## config.mk

```make
export PLATFORM = sky130hd
export DESIGN_NAME = cb_filter_multi
export DESIGN_NICKNAME = d
export VERILOG_FILES = /design/src/rtl/cb_filter_pkg.sv /design/src/rtl/cbf_hash.sv /design/src/rtl/cb_filter_multi.sv
export SDC_FILE = /design/constraint.sdc
export NUM_CORES = 2
export LEC_CHECK = 0
export ABC_CLOCK_PERIOD_IN_PS = 9900
export CORE_MARGIN = 3
export CORE_UTILIZATION = 27
export CTS_CLUSTER_SIZE = 16
export DETAILED_ROUTE_END_ITERATION = 8
export SYNTH_ARGS = -nofsm -noshare
export SYNTH_HDL_FRONTEND = slang
export SYNTH_SLANG_ARGS = --single-unit
```

## constraint.sdc

```tcl
create_clock -name clk_i -period 9.9 [get_ports clk_i]
set_input_delay 0.99 -clock clk_i [delete_from_list [all_inputs] [get_ports clk_i]]
set_output_delay 0.99 -clock clk_i [all_outputs]
set_load 0.02 [all_outputs]
```

## src/rtl/cb_filter_pkg.sv

```systemverilog
// Shared types and constants for the counting Bloom filter: hash seeds,
// controller states and derived-width helpers.
package cb_filter_pkg;

    typedef struct packed {
        logic [31:0] xor_mask;
        logic [4:0]  rot;
    } cb_seed_t;

    typedef enum logic {
        ST_IDLE,
        ST_CLEAR
    } cb_state_e;

    localparam int unsigned DefaultKHashes     = 3;
    localparam int unsigned DefaultBucketWidth = 3;
    localparam int unsigned DefaultHashWidth   = 6;

    localparam cb_seed_t [DefaultKHashes-1:0] DefaultSeeds = {
        cb_seed_t'{xor_mask: 32'hC2B2_AE35, rot: 5'd19},
        cb_seed_t'{xor_mask: 32'h85EB_CA6B, rot: 5'd11},
        cb_seed_t'{xor_mask: 32'h9E37_79B9, rot: 5'd7}
    };

    // Largest value a saturating bucket counter can hold.
    function automatic int unsigned cb_cnt_max(input int unsigned bw);
        return (32'd1 << bw) - 32'd1;
    endfunction

    // Usage must be able to represent "every bucket nonzero".
    function automatic int unsigned cb_usage_width(input int unsigned hw);
        return hw + 32'd1;
    endfunction

    localparam int unsigned DefaultCntMax     = cb_cnt_max(DefaultBucketWidth);
    localparam int unsigned DefaultUsageWidth = cb_usage_width(DefaultHashWidth);

endpackage

```

## src/rtl/cbf_hash.sv

```systemverilog
// Seeded xor/rotate/xorshift hash of one data item, folded down to a
// bucket index and presented one-hot over all buckets.
module cbf_hash
    import cb_filter_pkg::*;
#(
    parameter int unsigned InpWidth   = 11,
    parameter int unsigned HashWidth  = 6,
    parameter int unsigned HashRounds = 1,
    parameter cb_seed_t    Seed       = DefaultSeeds[0]
) (
    input  logic [InpWidth-1:0]       data_i,
    output logic [2**HashWidth-1:0]   onehot_o
);

    logic [31:0]          mix;
    logic [HashWidth-1:0] idx;

    always_comb begin
        mix = 32'(data_i);
        for (int unsigned r = 0; r < HashRounds; r++) begin
            mix = mix ^ Seed.xor_mask;
            mix = (mix << Seed.rot) | (mix >> (6'd32 - {1'b0, Seed.rot}));
            mix = mix ^ (mix >> 13) ^ (mix << 5);
        end
        // Fold all 32 mixed bits into the index so every input bit matters.
        idx = '0;
        for (int unsigned b = 0; b < 32; b++) begin
            idx[b % HashWidth] = idx[b % HashWidth] ^ mix[b];
        end
        onehot_o      = '0;
        onehot_o[idx] = 1'b1;
    end

endmodule

```

## src/rtl/cb_filter_multi.sv

```systemverilog
// Counting Bloom filter with one insert port, one remove port, several lookup
// ports and a bucket-sweep clear. Macro CB_FILTER_MULTI_LOOKUP_REG_EN registers look_valid_o.
module cb_filter_multi
    import cb_filter_pkg::*;
#(
    parameter int unsigned KHashes     = 3,
    parameter int unsigned HashWidth   = 6,
    parameter int unsigned HashRounds  = 1,
    parameter int unsigned InpWidth    = 11,
    parameter int unsigned BucketWidth = 3,
    parameter int unsigned NumLookups  = 2,
    parameter cb_seed_t [KHashes-1:0] Seeds = DefaultSeeds
) (
    input  logic                                 clk_i,
    input  logic                                 rst_i,
    input  logic [NumLookups-1:0][InpWidth-1:0]  look_data_i,
    output logic [NumLookups-1:0]                look_valid_o,
    input  logic [InpWidth-1:0]                  incr_data_i,
    input  logic                                 incr_valid_i,
    output logic                                 incr_ready_o,
    input  logic [InpWidth-1:0]                  decr_data_i,
    input  logic                                 decr_valid_i,
    output logic                                 decr_ready_o,
    input  logic                                 clear_i,
    output logic                                 clear_busy_o,
    output logic [HashWidth:0]                   filter_usage_o,
    output logic                                 filter_full_o,
    output logic                                 filter_empty_o,
    output logic                                 filter_error_o
);

    localparam int unsigned NumBuckets = 2 ** HashWidth;
    localparam int unsigned UsageWidth = cb_usage_width(HashWidth);
    localparam logic [BucketWidth-1:0] CntMax = BucketWidth'(cb_cnt_max(BucketWidth));
    localparam logic [HashWidth-1:0]   LastIdx = HashWidth'(NumBuckets - 1);

    cb_state_e state_q, state_d;
    logic [HashWidth-1:0]   clr_idx_q, clr_idx_d;
    logic [BucketWidth-1:0] bucket_q [NumBuckets];
    logic [BucketWidth-1:0] bucket_d [NumBuckets];
    logic [UsageWidth-1:0]  usage_q, usage_d;
    logic                   err_q, err_d, err_set;
    logic                   clear_done;
    logic                   idle;

    logic [NumBuckets-1:0] incr_oh [KHashes];
    logic [NumBuckets-1:0] decr_oh [KHashes];
    logic [NumBuckets-1:0] look_oh [NumLookups][KHashes];
    logic [NumBuckets-1:0] incr_mask, decr_mask, nonzero;
    logic [NumLookups-1:0] look_valid_d;
    logic                  incr_fire, decr_fire;

    for (genvar k = 0; k < KHashes; k++) begin : g_hash
        cbf_hash #(
            .InpWidth  (InpWidth),
            .HashWidth (HashWidth),
            .HashRounds(HashRounds),
            .Seed      (Seeds[k])
        ) u_incr_hash (
            .data_i  (incr_data_i),
            .onehot_o(incr_oh[k])
        );

        cbf_hash #(
            .InpWidth  (InpWidth),
            .HashWidth (HashWidth),
            .HashRounds(HashRounds),
            .Seed      (Seeds[k])
        ) u_decr_hash (
            .data_i  (decr_data_i),
            .onehot_o(decr_oh[k])
        );

        for (genvar p = 0; p < NumLookups; p++) begin : g_port
            cbf_hash #(
                .InpWidth  (InpWidth),
                .HashWidth (HashWidth),
                .HashRounds(HashRounds),
                .Seed      (Seeds[k])
            ) u_look_hash (
                .data_i  (look_data_i[p]),
                .onehot_o(look_oh[p][k])
            );
        end
    end

    // ORing the one-hots makes colliding indices touch a bucket only once.
    always_comb begin
        incr_mask = '0;
        decr_mask = '0;
        for (int unsigned k = 0; k < KHashes; k++) begin
            incr_mask = incr_mask | incr_oh[k];
            decr_mask = decr_mask | decr_oh[k];
        end
    end

    always_comb begin
        for (int unsigned b = 0; b < NumBuckets; b++) begin
            nonzero[b] = (bucket_q[b] != '0);
        end
    end

    // FSM: state register
    always_ff @(posedge clk_i) begin
        if (rst_i) begin
            state_q <= ST_IDLE;
        end else begin
            state_q <= state_d;
        end
    end

    // FSM: next state
    always_comb begin
        state_d = state_q;
        case (state_q)
            ST_IDLE:  if (clear_i)    state_d = ST_CLEAR;
            ST_CLEAR: if (clear_done) state_d = ST_IDLE;
            default:                  state_d = ST_IDLE;
        endcase
    end

    // FSM: outputs
    always_comb begin
        idle         = (state_q == ST_IDLE);
        incr_ready_o = idle;
        decr_ready_o = idle;
        clear_busy_o = (state_q == ST_CLEAR);
    end

    assign clear_done = (state_q == ST_CLEAR) && (clr_idx_q == LastIdx);
    assign clr_idx_d  = (state_q == ST_CLEAR) ? clr_idx_q + HashWidth'(1) : '0;
    assign incr_fire  = incr_valid_i && idle;
    assign decr_fire  = decr_valid_i && idle;

    // Same-cycle insert and remove of a bucket cancel to a net zero delta.
    always_comb begin
        bucket_d = bucket_q;
        err_set  = 1'b0;
        if (state_q == ST_CLEAR) begin
            bucket_d[clr_idx_q] = '0;
        end else begin
            for (int unsigned b = 0; b < NumBuckets; b++) begin
                if (incr_fire && incr_mask[b] && !(decr_fire && decr_mask[b])) begin
                    if (bucket_q[b] == CntMax) err_set = 1'b1;
                    else bucket_d[b] = bucket_q[b] + BucketWidth'(1);
                end else if (decr_fire && decr_mask[b] && !(incr_fire && incr_mask[b])) begin
                    if (bucket_q[b] == '0) err_set = 1'b1;
                    else bucket_d[b] = bucket_q[b] - BucketWidth'(1);
                end
            end
        end
    end

    always_comb begin
        usage_d = '0;
        for (int unsigned b = 0; b < NumBuckets; b++) begin
            usage_d = usage_d + UsageWidth'(bucket_d[b] != '0);
        end
    end

    assign err_d = clear_done ? 1'b0 : (err_q | err_set);

    always_ff @(posedge clk_i) begin
        if (rst_i) begin
            clr_idx_q <= '0;
            usage_q   <= '0;
            err_q     <= 1'b0;
            for (int unsigned b = 0; b < NumBuckets; b++) begin
                bucket_q[b] <= '0;
            end
        end else begin
            clr_idx_q <= clr_idx_d;
            usage_q   <= usage_d;
            err_q     <= err_d;
            bucket_q  <= bucket_d;
        end
    end

    // Lookups see the bucket state before this cycle's updates.
    always_comb begin
        for (int unsigned p = 0; p < NumLookups; p++) begin
            look_valid_d[p] = idle;
            for (int unsigned k = 0; k < KHashes; k++) begin
                look_valid_d[p] = look_valid_d[p] && |(look_oh[p][k] & nonzero);
            end
        end
    end

`ifdef CB_FILTER_MULTI_LOOKUP_REG_EN
    logic [NumLookups-1:0] look_valid_q;

    always_ff @(posedge clk_i) begin
        if (rst_i) begin
            look_valid_q <= '0;
        end else begin
            look_valid_q <= look_valid_d;
        end
    end

    assign look_valid_o = look_valid_q;
`else
    assign look_valid_o = look_valid_d;
`endif

    assign filter_usage_o = usage_q;
    assign filter_full_o  = (usage_q == UsageWidth'(NumBuckets));
    assign filter_empty_o = (usage_q == '0);
    assign filter_error_o = err_q;

endmodule

```

After elaboration in Yosys (flattened, before gate mapping)
Index checks and enable logic that the tools add are counted.
{"block": "totals", "ff_bits": 207, "in_bits": 49, "output_inout_bits": 15}
{"block": "classes", "n_addsub": 192, "order_cmp": 26, "n_eq_ne": 66, "mux": 597, "bitwise": 375, "reduce_logical": 607}
{"op": "2-to-1 mux 3 bit", "count": 257}
{"op": "adder 7 x 1 -> 7 bit", "count": 57}
{"op": "bitwise AND 64 bit", "count": 6}
{"op": "nonzero test 3 bit", "count": 128}
{"op": "OR reduction 64 bit", "count": 6}
{"op": "XOR 32 x 19 -> 32 bit", "count": 12}
{"op": "XOR 32 bit", "count": 12}
{"op": "2-to-1 mux 1 bit", "count": 325}
{"op": "XOR 1 bit", "count": 312}
{"op": "logical AND 1 bit", "count": 278}
{"op": "OR 64 bit", "count": 4}
{"op": "adder 3 x 1 -> 3 bit (second input constant)", "count": 64}
{"op": "bitwise AND 192 bit", "count": 1}
{"op": "equality test 3 bit (second input constant)", "count": 64}
{"op": "zero test 3 bit", "count": 64}
{"op": "2-to-1 mux 192 bit", "count": 1}
{"op": "NOT 192 bit", "count": 1}
{"op": "subtractor 3 x 1 -> 3 bit (second input constant)", "count": 64}
{"op": "zero test 1 bit", "count": 128}
{"op": "OR 31 x 11 -> 31 bit", "count": 4}
{"op": "OR 31 x 19 -> 31 bit", "count": 4}
{"op": "OR 29 x 7 -> 29 bit", "count": 4}
{"op": "less-than comparator 6 x 7 -> 1 bit (second input constant)", "count": 12}
{"op": "NOT 6 -> 20 bit", "count": 4}
{"op": "22 further kinds", "count": 51}

Longest topological paths before layout
{"block": "depth", "depth_word": 265, "depth_mapped": 35, "depth_no_buf": 32}

Hierarchy
Synthesis repeated with hierarchy kept, for this count alone.
{"block": "hier_totals", "hier_cells": 4617, "hier_area_um2": 31208.7}
{"mod": "cb_filter_multi", "n_inst": 1, "cells_each": 3301, "area_per_inst_um2": 23846.6, "seq_area_each_um2": 4144.0}
{"mod": "cbf_hash (g_hash[2].g_port[0].u_look_hash ...)", "n_inst": 4, "cells_each": 118, "area_per_inst_um2": 719.4, "seq_area_each_um2": 0.0}
{"mod": "cbf_hash (g_hash[0].g_port[0].u_look_hash ...)", "n_inst": 4, "cells_each": 109, "area_per_inst_um2": 578.1, "seq_area_each_um2": 0.0}
{"mod": "cbf_hash (g_hash[1].g_port[0].u_look_hash ...)", "n_inst": 4, "cells_each": 102, "area_per_inst_um2": 543.0, "seq_area_each_um2": 0.0}

Worst setup path after synthesis
OpenSTA, ideal clock, no wires.
{"block": "synth_path", "path_type": "in2reg", "from": "input decr_data_i[7]", "to": "register usage_q[6] (netlist: filter_usage_o[6])", "setup_ns": 0.065, "t_arrival_ns": 9.022, "required_ns": 9.835, "path_slack_ns": 0.813, "stages": 34, "path_cell_list": "buf_2 xnor2_2 buf_6 mux4_2 a211oi_1 o31ai_2 a221o_1 nand2b_1 mux2_2 nor3_1 a31oi_1 and3_1 fa_1 inv_1 fa_1 inv_1 fa_1 inv_1 fa_1 inv_1 fa_1 inv_1 fa_1 fa_1 fa_1 ha_1 inv_1 fa_1 nor2b_1 o21ai_0 nand2b_1 a21o_1 a21oi_1 nor2_1"}
{"block": "synth_between", "elab_chain_len": 84, "elab_cells_between_ends": 559, "cone_classes": "add/sub (63); order compare (6); mux (135); bitwise (32); reduce/logical (323)"}
{"item": "start: declaration", "line_no": "cb_filter_multi.sv:21", "rtl": "input logic [InpWidth-1:0] decr_data_i,"}
{"item": "NOT 6 -> 20 bit (no line)"}
{"item": "OR 29 x 7 -> 29 bit", "line_no": "cbf_hash.sv:22", "rtl": "mix = (mix << Seed.rot) | (mix >> (6'd32 - {1'b0, Seed.rot}));"}
{"item": "XOR 32 x 19 -> 32 bit", "line_no": "cbf_hash.sv:23", "rtl": "mix = mix ^ (mix >> 13) ^ (mix << 5);"}
{"item": "XOR 32 bit", "line_no": "cbf_hash.sv:23"}
{"item": "XOR 1 bit (5 in series)", "line_no": "cbf_hash.sv:28", "rtl": "idx[b % HashWidth] = idx[b % HashWidth] ^ mix[b];"}
{"item": "less-than comparator 6 x 7 -> 1 bit (not written as such) / greater-or-equal comparator 6 x 1 -> 1 bit (equally long branches)", "line_no": "cbf_hash.sv:31", "rtl": "onehot_o[idx] = 1'b1;"}
{"item": "logical AND 1 bit (not written as such)", "line_no": "cbf_hash.sv:31"}
{"item": "2-to-1 mux 1 bit (not written as such)", "line_no": "cbf_hash.sv:31"}
{"item": "[... 9 more ...]"}
{"item": "adder 1 x 1 -> 2 bit", "line_no": "cb_filter_multi.sv:157", "rtl": "usage_d = usage_d + UsageWidth'(bucket_d[b] != '0);"}
{"item": "adder 2 x 1 -> 3 bit", "line_no": "cb_filter_multi.sv:157"}
{"item": "adder 3 x 1 -> 4 bit", "line_no": "cb_filter_multi.sv:157"}
{"item": "adder 4 x 1 -> 5 bit", "line_no": "cb_filter_multi.sv:157"}
{"item": "adder 5 x 1 -> 6 bit", "line_no": "cb_filter_multi.sv:157"}
{"item": "adder 6 x 1 -> 7 bit", "line_no": "cb_filter_multi.sv:157"}
{"item": "adder 7 x 1 -> 7 bit (56 in series)", "line_no": "cb_filter_multi.sv:157"}
{"item": "adder 7 x 1 -> 7 bit *", "line_no": "cb_filter_multi.sv:157"}
{"item": "end signal: assignment", "line_no": "cb_filter_multi.sv:173", "rtl": "usage_q <= usage_d;"}
{"item": "end: declaration", "line_no": "cb_filter_multi.sv:41", "rtl": "logic [UsageWidth-1:0] usage_q, usage_d;"}
Mark *: on every way between the ends. The rest lies on a longest branch, timed or not.
A chain may end at the register's enable or synchronous reset.

Worst setup path in the final report
{"block": "layout_path", "from": "input decr_data_i[1]", "to": "register usage_q[6] (netlist: filter_usage_o[6])"}
{"block": "layout_between", "elab_chain_len": 83, "elab_cells_between_ends": 561, "cone_classes": "add/sub (63); order compare (6); mux (135); bitwise (34); reduce/logical (323)"}
{"item": "NOT 6 -> 18 bit (no line)"}
{"item": "OR 31 x 11 -> 31 bit", "line_no": "cbf_hash.sv:22"}
{"item": "XOR 32 x 19 -> 32 bit", "line_no": "cbf_hash.sv:23"}
{"item": "XOR 32 bit", "line_no": "cbf_hash.sv:23"}
{"item": "XOR 1 bit (4 in series)", "line_no": "cbf_hash.sv:28"}
{"item": "less-than comparator 6 x 7 -> 1 bit (not written as such) / greater-or-equal comparator 6 x 1 -> 1 bit (equally long branches)", "line_no": "cbf_hash.sv:31"}
{"item": "logical AND 1 bit (not written as such)", "line_no": "cbf_hash.sv:31"}
{"item": "2-to-1 mux 1 bit (not written as such)", "line_no": "cbf_hash.sv:31"}
{"item": "[... 9 more ...]"}
{"item": "adder 1 x 1 -> 2 bit", "line_no": "cb_filter_multi.sv:157"}
{"item": "adder 2 x 1 -> 3 bit", "line_no": "cb_filter_multi.sv:157"}
{"item": "adder 3 x 1 -> 4 bit", "line_no": "cb_filter_multi.sv:157"}
{"item": "adder 4 x 1 -> 5 bit", "line_no": "cb_filter_multi.sv:157"}
{"item": "adder 5 x 1 -> 6 bit", "line_no": "cb_filter_multi.sv:157"}
{"item": "adder 6 x 1 -> 7 bit", "line_no": "cb_filter_multi.sv:157"}
{"item": "adder 7 x 1 -> 7 bit (56 in series)", "line_no": "cb_filter_multi.sv:157"}
{"item": "adder 7 x 1 -> 7 bit *", "line_no": "cb_filter_multi.sv:157"}
Marks and branches as above.

==> flow_summary_export.csv <==
group,metric,value,unit
run_status,status,"finished with violations",
run_status,violations,"design-rule violations",
finish,area_growth_syn_to_layout,26.1,%
critical_path,crit_type,"input port to flop",
clock_tree,h-tree-depth,2,
synth,ys_ff_latch,207,
routing,avgRoutedWirePerCell,26.7,um
hold_path,hp-start,"bucket_q[40]",
routing,first_pass_iters,9,
synth,yosys.area.top_type,"dfxtp_1",
global_route,antenna_found_initial,10,
synth,synth_common_cells,"nor2_1, nand2_1, a21oi_1",
routing,totalWireLength,157000,um
global_route,use_met2,0.406,
power,ir_drop,0.704,mV
global_route,grt_use_met3,0.0594,
clock_tree,postCtsHoldBufs,0,
finish,drive_gt1_frac,0.184,
job,maxCapViolCount,0,
hold_path,hold_end,"bucket_q[40]",
critical_path,max_stage_delay,0.65,ns
place,gp_congestion,1.10,
hold_path,whs_path_depth,2,
place,place_inst,5831,
clock_tree,clk_pin_slew,0.05,ns
clock_tree,max-clock-path-buffers,3,
floorplanning,rows,119,
global_route,grt_pass1_vias,32022,
critical_path,end_kind,"flop",
place,place_area,35100,um2
timing,slew_headroom,0.0595,
timing,fmax,103,MHz
floorplanning,core-area,106000,um2
synth,ys_seq_area_frac,0.144,
power,power.density,168,nW/um2
timing,worst_pin_slew,1.39,ns
timing,hold_viol,0,
synth,synth.distinct_cells,106,
global_route,grt_start_max_net_pins,82,
timing,fin_crit_sh,0.981,
critical_path,worstSetupStartpointType,"input port",
clock_tree,cts_made_buffers,34,
critical_path,reg2reg_setup_slack,1.17,ns
finish,final_cell_area,36300,um2
routing,route.detailed.drc,2,
place,dpl.hpwl,127000,um
power,power.total,6.10,mW
synth,synthesis.nets,4297,
synth,ys_async_sr_fraction,0,
global_route,gr-usage-met1,0.351,
synth,synth_area,28800,um2
timing,maxSlewViolCount,0,
finish,nets,4789,
clock_tree,worstSkewPairLatency,0.59,ns
critical_path,critical_path_required,10.39,ns
synth,synth_top_cell_area_share,0.144,
floorplanning,io_pins,64,
floorplanning,chipHeight,332,um
synth,synth_cells,3986,
critical_path,timing.rr.end,"filter_usage_o[6]",
floorplanning,die_w,332,um
critical_path,crit_arrival,10.20,ns
floorplanning,initial_core_util,0.273,
synth,yosys_warnings,0,
timing,clock_skew,0.0227,ns
critical_path,cpMostUsedCell,"fa_1",
routing,ant_nets,0,
clock_tree,cts_root_buf,"clkbuf_16",
global_route,track_usage,0.271,
synth,synth_enable_flop_cells,0,
floorplanning,die_area,111000,um2
routing,viasPerCell,5.95,
critical_path,cp_slowest_cell,"a222oi_1",
critical_path,rr_worst_depth,30,
finish,fin_cells,5896,
power,p_leak,14.9,nW
global_route,grt_overflow,0,
global_route,grt_pass1_wl,223000,um
synth,synthTopCellsByArea,"dfxtp_1, ha_1, nor2_1",
synth,yosys_most_used_dff,"dfxtp_1",
routing,drt_iter0_drc,5270,
critical_path,crit_fanout,11,
clock_tree,cts_sinks,207,
timing,setup_violations,0,
timing,layout_min_cycle_time,9.71,ns
synth,syn-mean-instance-area,7.22,um2
routing,via_count,35101,
clock_tree,cts_tree,"yes",
finish,postLayoutCoreUtil,0.344,
critical_path,r2r_start,"clear_busy_o",
synth,synth.most_common_cell,"nor2_1",
place,io_buffers,63,
hold_path,hp-class,"flop to flop",
global_route,top_usage_layer,"met2",
metal layers:
layer / part of all wire / wire length [um]
met1: 0.40 / 62500
met2: 0.41 / 64600
met3: 0.11 / 17500
met4: 0.080 / 12600
met5: 0.000095 / 15
where the power goes:
group / internal, mW / switching (mW)
Clock: 0.718 / 0.514
Sequential: 0.890 / 0.0398
Combinational: 1.78 / 2.16
kinds of logic (layout without fill, tap and decap cells):
family	after synthesis	after routing	share of synthesized area
DFF	207	207	0.144
other	0	3	0
AOI/OAI and AO/OA	1224	1224	0.291
adders and majority gates	262	262	0.128
buffers and inverters	436	952	0.0609
and+or+nand+nor	1645	1645	0.278
xor gates and xnor gates	85	85	0.0308
muxes	127	127	0.0676
stage by stage:
step / TNS [ns] / hold slack, ns / worst slack [ns]
final: 0 / 0.553 / 0.189
after global routing: -0.0563 / 0.603 / -0.0274
after CTS: 0 / 0.549 / 0.167
after detailed placement: -1.05 / 0.543 / -0.341
after global placement: -1.12 / 0.546 / -0.343
after floorplan: 0 / 0.509 / 0.813
worst max-delay path: cells and delay by family:
| kind | cells | cell delay (ns) |
|---|---|---|
| mux | 1 | 0.55 |
| compound gates | 7 | 1.68 |
| buf+inv | 9 | 1.43 |
| simple gates | 6 | 0.76 |
| fa+ha+maj | 10 | 4.78 |
area by class of cell:
cell class	instances	area [um2]
antenna	3	7.51
clock buffer	49	1020
timing repair buffer	662	5360
multi-input combinational	3343	23100
inverter	230	865
tap	1391	1740
sequential	207	4150
fill	11273	69300
clock inverter	11	82.6
cell usage in the layout (no fill, tap or decap), drive strengths merged, types with 27 or more instances in the layout:
cell type      synthesis  layout
a211oi                47      47
a21oi                272     272
a222oi                36      36
a22oi                 40      40
a31oi                134     134
and2                  34      34
and3                  87      87
buf                   58     599
clkbuf               148      49
clkdlybuf4s50          0      60
dfxtp                207     207
fa                    54      54
ha                   208     208
inv                  230     231
mux2i                 56      56
mux4                  52      52
nand2                398     398
nand2b                85      85
nand3                195     195
nand4                 29      29
nor2                 462     462
nor2b                114     114
nor3                  91      91
nor3b                 27      27
o211ai                52      52
o21a                  30      30
o21ai                181     181
o221ai                55      55
o22ai                 79      79
or3                   28      28
xnor2                 51      51
xor2                  29      29
flip-flops by register name, summed over array words and instances (netlist names):
| register | count |
|---|---|
| clear_busy_o | 1 |
| bucket_q | 192 |
| clr_idx_q | 6 |
| filter_error_o | 1 |
| filter_usage_o | 7 |
how the worst max path moves through the flow:
stage,startpoint,to,slack [ns],cells after the start
after floorplan,decr_data_i[7],filter_usage_o[6],0.81,34
after global placement,decr_data_i[1],filter_usage_o[6],-0.34,36
after detailed placement,decr_data_i[5],filter_usage_o[6],-0.34,36
after CTS,decr_data_i[1],filter_usage_o[6],0.17,36
after global routing,decr_data_i[1],filter_usage_o[6],-0.03,33
final,decr_data_i[1],filter_usage_o[6],0.19,33
repair_timing:
| action | CTS | global route |
|---|---|---|
| endpoints found under the hold margin | 0 | 0 |
| buffers inserted | 0 | 1 |
| resized for setup | 0 | 19 |
| endpoints found under the setup margin | 0 | 4 |
(Power assumes the default switching activity.)
